===== config.mk =====
export PLATFORM = sky130hd
export DESIGN_NAME = eth_mdio_phy_ctrl
export DESIGN_NICKNAME = d
export VERILOG_FILES = /design/src/rtl/eth_mdio_phy_ctrl.sv
export SDC_FILE = /design/constraint.sdc
export NUM_CORES = 1
export LEC_CHECK = 0
export ABC_AREA = 1
export BUFFER_PORTS_ARGS = -buffer_cell sky130_fd_sc_hd__clkbuf_2
export CAP_MARGIN = 20
export CORE_ASPECT_RATIO = 0.75
export CORE_UTILIZATION = 35
export CTS_CLUSTER_SIZE = 25
export DETAILED_ROUTE_END_ITERATION = 7
export GPL_ROUTABILITY_DRIVEN = 0
export PLACE_DENSITY = 0.53
export SYNTH_ARGS = -nofsm -noshare
export SYNTH_HDL_FRONTEND = slang
export SYNTH_SLANG_ARGS = --single-unit

===== constraint.sdc =====
create_clock -name clk_hifreq -period 7.4 [get_ports clk_hifreq]
set_clock_uncertainty 0.15 [all_clocks]
set_input_delay 1.11 -clock clk_hifreq [delete_from_list [all_inputs] [get_ports clk_hifreq]]
set_output_delay 1.11 -clock clk_hifreq [all_outputs]
set_load 0.02 [all_outputs]

===== src/rtl/eth_mdio_phy_ctrl.sv =====
// PHY bring-up and MDIO (clause 22) management: reset pulse, BMCR write, link poll,
// then host read/write commands arbitrated onto the same MDIO bus.
module eth_mdio_phy_ctrl #(
    parameter int          CLK_DIV   = 25,
    parameter logic [4:0]  PHY_ADDR  = 5'd16,
    parameter logic [15:0] BMCR_INIT = 16'h1140,
    parameter int          RST_HOLD  = 500000,
    parameter int          RST_WAIT  = 500000,
    parameter int          POLL_MAX  = 2000,
    parameter int          POLL_GAP  = 50000
) (
    input  logic        clk_hifreq,
    input  logic        rst,
    output logic        phy_rst_n,
    output logic        mdc,
    output logic        mdio_o,
    output logic        mdio_oe,
    input  logic        mdio_i,
    input  logic        cmd_valid,
    output logic        cmd_ready,
    input  logic        cmd_write,
    input  logic [4:0]  cmd_reg,
    input  logic [15:0] cmd_wdata,
    output logic        rsp_valid,
    output logic [15:0] rsp_rdata,
    output logic        rsp_err,
    output logic        link_up,
    output logic        init_done,
    output logic        init_err
);

    typedef enum logic [2:0] {
        S_RST_HOLD, S_RST_WAIT, S_CFG_WR, S_POLL_RD, S_POLL_GAP, S_IDLE, S_HOST
    } state_t;

    state_t      state_q, state_d;
    logic [31:0] cnt_q, cnt_d;
    logic [31:0] poll_q, poll_d;
    logic        phy_rst_n_q, phy_rst_n_d;
    logic        link_up_q, link_up_d;
    logic        init_done_q, init_done_d;
    logic        init_err_q, init_err_d;
    logic        rsp_valid_q, rsp_valid_d;
    logic [15:0] rsp_rdata_q, rsp_rdata_d;
    logic        rsp_err_q, rsp_err_d;

    // Frame engine state
    logic        act_q, mdc_q, mdo_q, oe_q, wr_q, ta_q;
    logic [31:0] div_q;
    logic [5:0]  bit_q;
    logic [63:0] frame_q;
    logic [15:0] rd_sh_q;

    logic        start, start_wr, tick, frame_done;
    logic [4:0]  start_reg;
    logic [15:0] start_data;
    logic [63:0] word;

    assign tick       = act_q && (div_q == 32'(CLK_DIV - 1));
    assign frame_done = tick && mdc_q && (bit_q == 6'd63);
    // Read frames keep mdio_o high while released so the bus idles at the pull-up level.
    assign word = {32'hFFFF_FFFF, 2'b01, (start_wr ? 2'b01 : 2'b10), PHY_ADDR, start_reg,
                   (start_wr ? 2'b10 : 2'b11), (start_wr ? start_data : 16'hFFFF)};

    always_ff @(posedge clk_hifreq or posedge rst) begin
        if (rst) begin
            state_q     <= S_RST_HOLD;
            cnt_q       <= '0;
            poll_q      <= '0;
            phy_rst_n_q <= 1'b0;
            link_up_q   <= 1'b0;
            init_done_q <= 1'b0;
            init_err_q  <= 1'b0;
            rsp_valid_q <= 1'b0;
            rsp_rdata_q <= '0;
            rsp_err_q   <= 1'b0;
        end else begin
            state_q     <= state_d;
            cnt_q       <= cnt_d;
            poll_q      <= poll_d;
            phy_rst_n_q <= phy_rst_n_d;
            link_up_q   <= link_up_d;
            init_done_q <= init_done_d;
            init_err_q  <= init_err_d;
            rsp_valid_q <= rsp_valid_d;
            rsp_rdata_q <= rsp_rdata_d;
            rsp_err_q   <= rsp_err_d;
        end
    end

    // Host handshake: a command is taken on a clock edge where cmd_valid && cmd_ready;
    // cmd_ready is high only in S_IDLE, so anything offered earlier simply waits.
    always_comb begin
        state_d     = state_q;
        cnt_d       = cnt_q;
        poll_d      = poll_q;
        phy_rst_n_d = phy_rst_n_q;
        link_up_d   = link_up_q;
        init_done_d = init_done_q;
        init_err_d  = init_err_q;
        rsp_valid_d = 1'b0;
        rsp_rdata_d = rsp_rdata_q;
        rsp_err_d   = rsp_err_q;
        start       = 1'b0;
        start_wr    = 1'b0;
        start_reg   = 5'd0;
        start_data  = 16'hFFFF;
        case (state_q)
            S_RST_HOLD: begin
                if (cnt_q == 32'(RST_HOLD - 1)) begin
                    phy_rst_n_d = 1'b1;
                    cnt_d       = '0;
                    state_d     = S_RST_WAIT;
                end else begin
                    cnt_d = cnt_q + 32'd1;
                end
            end
            S_RST_WAIT: begin
                if (cnt_q == 32'(RST_WAIT - 1)) begin
                    cnt_d      = '0;
                    state_d    = S_CFG_WR;
                    start      = 1'b1;
                    start_wr   = 1'b1;
                    start_data = BMCR_INIT;
                end else begin
                    cnt_d = cnt_q + 32'd1;
                end
            end
            S_CFG_WR: begin
                if (frame_done) begin
                    state_d   = S_POLL_RD;
                    start     = 1'b1;
                    start_reg = 5'd1;
                end
            end
            S_POLL_RD: begin
                if (frame_done) begin
                    if (!ta_q && rd_sh_q[2]) begin
                        link_up_d   = 1'b1;
                        init_done_d = 1'b1;
                        state_d     = S_IDLE;
                    end else if (poll_q + 32'd1 == 32'(POLL_MAX)) begin
                        poll_d      = poll_q + 32'd1;
                        init_err_d  = 1'b1;
                        init_done_d = 1'b1;
                        state_d     = S_IDLE;
                    end else begin
                        poll_d  = poll_q + 32'd1;
                        cnt_d   = '0;
                        state_d = S_POLL_GAP;
                    end
                end
            end
            S_POLL_GAP: begin
                if (cnt_q == 32'(POLL_GAP - 1)) begin
                    cnt_d     = '0;
                    state_d   = S_POLL_RD;
                    start     = 1'b1;
                    start_reg = 5'd1;
                end else begin
                    cnt_d = cnt_q + 32'd1;
                end
            end
            S_IDLE: begin
                if (cmd_valid) begin
                    state_d    = S_HOST;
                    start      = 1'b1;
                    start_wr   = cmd_write;
                    start_reg  = cmd_reg;
                    start_data = cmd_wdata;
                end
            end
            S_HOST: begin
                if (frame_done) begin
                    rsp_valid_d = 1'b1;
                    rsp_err_d   = wr_q ? 1'b0 : ta_q;
                    if (!wr_q) rsp_rdata_d = rd_sh_q;
                    state_d = S_IDLE;
                end
            end
            default: state_d = S_RST_HOLD;
        endcase
    end

    // MDIO frame engine: drive on MDC falling edges, sample on MDC rising edges.
    always_ff @(posedge clk_hifreq or posedge rst) begin
        if (rst) begin
            act_q   <= 1'b0;
            mdc_q   <= 1'b0;
            mdo_q   <= 1'b1;
            oe_q    <= 1'b0;
            wr_q    <= 1'b0;
            ta_q    <= 1'b0;
            div_q   <= '0;
            bit_q   <= '0;
            frame_q <= '0;
            rd_sh_q <= '0;
        end else if (start) begin
            act_q   <= 1'b1;
            mdc_q   <= 1'b0;
            mdo_q   <= word[63];
            oe_q    <= 1'b1;
            wr_q    <= start_wr;
            ta_q    <= 1'b0;
            div_q   <= '0;
            bit_q   <= '0;
            frame_q <= {word[62:0], 1'b1};
            rd_sh_q <= '0;
        end else if (act_q) begin
            if (tick) begin
                div_q <= '0;
                mdc_q <= ~mdc_q;
                if (!mdc_q) begin
                    if (!wr_q && bit_q == 6'd47) ta_q <= mdio_i;
                    if (!wr_q && bit_q >= 6'd48) rd_sh_q <= {rd_sh_q[14:0], mdio_i};
                end else if (bit_q == 6'd63) begin
                    act_q <= 1'b0;
                    oe_q  <= 1'b0;
                    mdo_q <= 1'b1;
                end else begin
                    bit_q   <= bit_q + 6'd1;
                    mdo_q   <= frame_q[63];
                    frame_q <= {frame_q[62:0], 1'b1};
                    oe_q    <= wr_q || (bit_q < 6'd45);
                end
            end else begin
                div_q <= div_q + 32'd1;
            end
        end
    end

    assign phy_rst_n = phy_rst_n_q;
    assign mdc       = mdc_q;
    assign mdio_o    = mdo_q;
    assign mdio_oe   = oe_q;
    assign cmd_ready = (state_q == S_IDLE);
    assign rsp_valid = rsp_valid_q;
    assign rsp_rdata = rsp_rdata_q;
    assign rsp_err   = rsp_err_q;
    assign link_up   = link_up_q;
    assign init_done = init_done_q;
    assign init_err  = init_err_q;

endmodule

* Word-level counts from Yosys, hierarchy flattened *
Cells that the tools add are included.
Widths: inputs -> output; s select.

word-level totals
  flip-flop bits (word level) = 213
  input bits = 26
  output and inout port bits = 26
  logic and storage cells = 162

cells by class
  add/subtract/negate cells = 4
  $lt $le $gt $ge = 2
  equality and inequality tests = 23
  mux-type cells = 78
  bitwise gates (word level) = 3
  reduce and logical (&&, ||, !) cells = 32

operator list
  kind                   number
  $mux 64                5
  $mux 32                8
  $mux 16                8
  $add 32x1->32 const B  3
  $pmux 32 s3            1
  $mux 1                 37
  $eq 32x11->1 const B   1
  $eq 32x16->1 const B   1
  $eq 32x19->1 const B   1
  $eq 32x5->1 const B    1
  $pmux 16 s2            1
  $mux 6                 5
  $mux 3                 7
  $pmux 3 s7             1
  $ne 2x2->1 const B     10
  $reduce_and 4->1       5
  $pmux 5 s3             1
  $reduce_and 3->1       5
  $eq 6x6->1 const B     2
  $reduce_bool 2->1      6
  $eq 3x3->1 const B     3
  $reduce_and 7->1       1
  $add 6x1->6 const B    1
  $eq 3x2->1 const B     2
  16 further kinds       26

* Longest topological paths before layout *
  depth after elaboration = 8
  depth in mapped cells = 16
  gate-level depth less buffers = 15

* Worst setup path before layout *
OpenSTA, ideal clock, no wires.

  kind = input to register
  from = input cmd_valid
  to = register div_q[23]
  library setup time = 0.065 ns
  arrival time = 2.212 ns
  data required time = 7.185 ns
  path slack = 4.973 ns
  stages = 9
  buffers on the path = 2
  path through = nand2_1 nand2_1 nor2_2 nand2_2 buf_4 nor2_2 buf_6 nand2_1 nand2_1

between the ends
  word-level cells in the longest chain between the ends = 3
  elaborated cells between the ends (all ways) = 4
  classes of those cells = mux (3); reduce/logical (1)

RTL lines
  item                                                 RTL line  text
  from (decl)                                          19        input logic cmd_valid,
  $mux 1 *                                             165       if (cmd_valid) begin
  $pmux 1 s4 *                                         108       case (state_q)
  $mux 32 / $reduce_bool 2->1 (equally long branches)  -
  to (signal assigned)                                 227       div_q <= div_q + 32'd1;
  to (decl)                                            49        logic [31:0] div_q;

Mark *: on every way between the ends. The rest lies on a longest branch, timed or not.
A chain may end at the register's enable or synchronous reset.

* Final worst setup path *
  from = register state_q[2]
  to = register frame_q[23]

between the ends
  word-level cells in the longest chain between the ends = 4
  elaborated cells between the ends (all ways) = 12
  classes of those cells = eq/ne (5); mux (3); reduce/logical (4)

RTL lines
  item                                                                     RTL line  text
  from (decl)                                                              36        state_t state_q, state_d;
  from (signal assigned)                                                   78        state_q <= state_d;
  $eq 3x3->1, or another cell as far along                                 108
  $pmux 1 s4                                                               108
  $ne 2x2->1 (no source line) / $reduce_bool 2->1 (equally long branches)  -
  $reduce_and 4->1 (no source line)                                        -
  to (signal assigned)                                                     207       frame_q <= {word[62:0], 1'b1};
  to (signal assigned)                                                     223       frame_q <= {frame_q[62:0], 1'b1};
  to (decl)                                                                51        logic [63:0] frame_q;

Parallel ways exist; a longest one is shown, timed or not.

==> out/qor.csv <==
metric,value,unit
CP Data Arrival Time,4660,ps
antenna violations before repair,0,
Post-DP HPWL,22600,µm
hold path depth,2,
Yosys warning count,0,
Hold Path Class,reg -> reg,
"area leader, netlist",dfrtp_1,
# setup viols final,0,
ant diodes,0,
Synth Net Count,1780,
register bit total from synthesis,213,
I/O pin count,52,
GRT overflow,0,
total CTS buffers,24,
critical hold path startpoint,frame_q[0],
status,finished clean,
vias in the first global route,10500,
clock latency on the worst-skew pair,540,ps
Critical Path RT,7670,ps
share of the synthesized area in the top cell type,42.5,%
leakage dissipation,0.00640,µW
Post-Syn Area,0.0125,mm²
cts hold-fix bufs,0,
worst slew pin tran,977,ps
Simple-Gate Fraction of Synth Area,37.6,%
first-pass GRT wire length,54800,µm
FP Rows,59,
Post-synth ARST share,100,%
Overall Global Routing Usage,18.3,%
Max VDD drop,125,µV
post-synthesis compound-gate area fraction,6.89,%
Critical path origin,state_q[2],
Tcrit/Tclk final,59.2,%
clock transition at the registers of the reported paths,70,ps
DR DRC count,0,
TritonCTS clock tree,built,
area grow syn2layout,11.2,%
final WL,32800,µm
Setup crit start kind,register,
largest net degree at the start of global routing,83,
Unique masters post-synth,43,
cell count after synthesis,1748,
Synth Area in XOR/XNOR,3.86,%
fraction of layout cells with a size suffix above 1,8.45,%
PortBufs,51,
ys flop type,dfrtp_1,
synth top area cells,"dfrtp_1 (42%), nand2_1 (18%), nand3_1 (5.4%), inv_1 (5.0%), nor2_1 (4.3%)",
RSZ-0062 raised after global routing,false,
Fill cells,3617,
reg2reg path depth,9,
P per Cell Area,181,mW/mm²
Die Footprint,0.0365,mm²
CTS resizes,0,
endpoint class of the critical path,register,
Tot Pwr,2510,µW
Longest Clk Path Bufs,3,
Die Width,220,µm
main combinational cell family by area after synthesis,simple AND/OR/NAND/NOR gates,
DR iter-0 viols,1058,
clk sinks,213,
Cells after DPL,2188,
Final Non-Filler Cells,2233,
worst-path fanout max,29,
CTS H-tree depth,1,
Fin Setup TNS,0,ps
Pre-antenna DRT Iters,5,
root buf cell,clkbuf_16,
fmax,0.228,GHz
Via Count,11100,
"EDFF count, synth",0,
sequential fraction of the synthesis area,42.7,%
initial core utilization,35.8,%
design area,0.0139,mm²
wire per inst,14.7,µm
Setup CP Type,reg -> reg,
vias per cell,4.98,
Final Critical Period,4380,ps
DP Area,0.0130,mm²
max_slew headroom,34.9,%
mux share of post-synthesis cell area,0,%
Core Area,0.0349,mm²
Final nets,1790,
"Setup Fix Bufs, Post-CTS",0,
r2r startpoint,state_q[2],
final core utilization,39.8,%
Max Cap Viol,0,
die height,166,µm
endpoints failing hold,0,
adder-cell share of the synthesized area,0.601,%
ANT nets after route,0,
syn_area_per_cell,7.15,µm²
pins over their slew limit,0,
-- sequential cells by signal, summed over array words and instances, names as in the netlist, 3 cells and up --
| signal | cells |
|---|---|
| div_q | 32 |
| rd_sh_q | 16 |
| bit_q | 6 |
| cnt_q | 32 |
| rsp_rdata | 16 |
| frame_q | 64 |
| poll_q | 32 |
| state_q | 3 |
-- per-stage QoR --
stage	setup WS (ps)	hold slack [ps]
after detailed placement	2980	289
after floorplan	319	273
after global placement	3060	287
after CTS	3030	305
final	3020	304
after global routing	2570	330
-- worst max-delay path, cell delays in order, from the launching register on --
cell and delay, ps:
dfrtp_1 440, inv_1 140, nor2_1 700, inv_1 590, nor2_1 410, nor2_2 210, nand3_1 770, inv_1 600
nand2_1 170, nand3_1 80
-- cell families after synthesis --
logic type	Yosys count
buffers and inverters	252
DFF	213
adders and majority gates	6
xor gates and xnor gates	55
AOI/OAI and AO/OA	165
and+or+nand+nor	1057
-- path summary, 6_finish.rpt --
kind	slack, ps	end
min in group asynchronous	530	poll_q[24]
max in group asynchronous	5130	frame_q[10]
worst max-delay path	3020	frame_q[23]
worst min-delay path	300	frame_q[0]
worst min register to register	300	frame_q[0]
worst max register to register	3020	frame_q[23]
-- cells in the mapped netlist (2+ instances only) --
cell        n
nand2_1   585
o21ai_0    78
nor3_4      2
buf_1       2
buf_6       7
nand2_2     3
nand3b_1   18
nor3b_1     4
inv_1     168
o21ai_1    18
nor2_4      5
nor2_2      8
nor4_1     24
o211ai_1    5
clkbuf_1   37
buf_2      30
a211oi_1    2
xnor2_1     5
o21bai_1    2
xor2_1     50
nand3_1   134
a21oi_1    54
nand3_4     2
ha_1        6
buf_4       4
nand4_1    75
nor3_1     33
dfrtp_1   212
a31oi_1     3
inv_2       3
nor2_1    143
or2_2      15
-- power breakdown --
| group | total [µW] | switching [µW] | internal, µW |
|---|---|---|---|
| combinational | 32.5 | 26.9 | 5.58 |
| clock | 1320 | 515 | 803 |
| sequential | 1160 | 0 | 1160 |
| total | 2510 | 542 | 1970 |
-- cells in the final DEF (no fill, tap or decap), types with 3 or more instances in the layout --
cell type	n
bufinv_16	5
xnor2_1	5
a31oi_1	3
nand2_2	3
clkbuf_16	24
inv_1	167
inv_2	3
o21ai_1	18
nand3b_1	18
clkinv_2	6
dfrtp_1	212
clkbuf_2	51
nor3_1	33
clkbuf_8	3
nor2_2	8
ha_1	6
o211ai_1	5
nor2_4	5
nor3b_1	4
nand2_1	585
or2_2	15
nand3_1	134
nand4_1	75
nor2_1	143
nor4_1	24
a21oi_1	54
xor2_1	50
o21ai_0	78
buf_4	12
-- final cells by class --
cell class / instances / area, µm² / area share (%)
inverter: 172 / 653 / 4.70
clock buffer: 29 / 649 / 4.67
timing repair buffer: 64 / 360 / 2.59
sequential: 213 / 5330 / 38.4
clock inverter: 15 / 221 / 1.59
tap: 457 / 572 / 4.11
multi-input combinational: 1283 / 6110 / 44.0
-- per-layer routing --
layer | GRT usage, % | vias up | wire [µm]
met5 | 0 | - | 0
met4 | 3.24 | 0 | 515
li1 | - | 5667 | -
met1 | 27.9 | 5184 | 16700
met2 | 26.6 | 238 | 13700
met3 | 3.62 | 35 | 1840
Power figures use the tool's default switching activity.
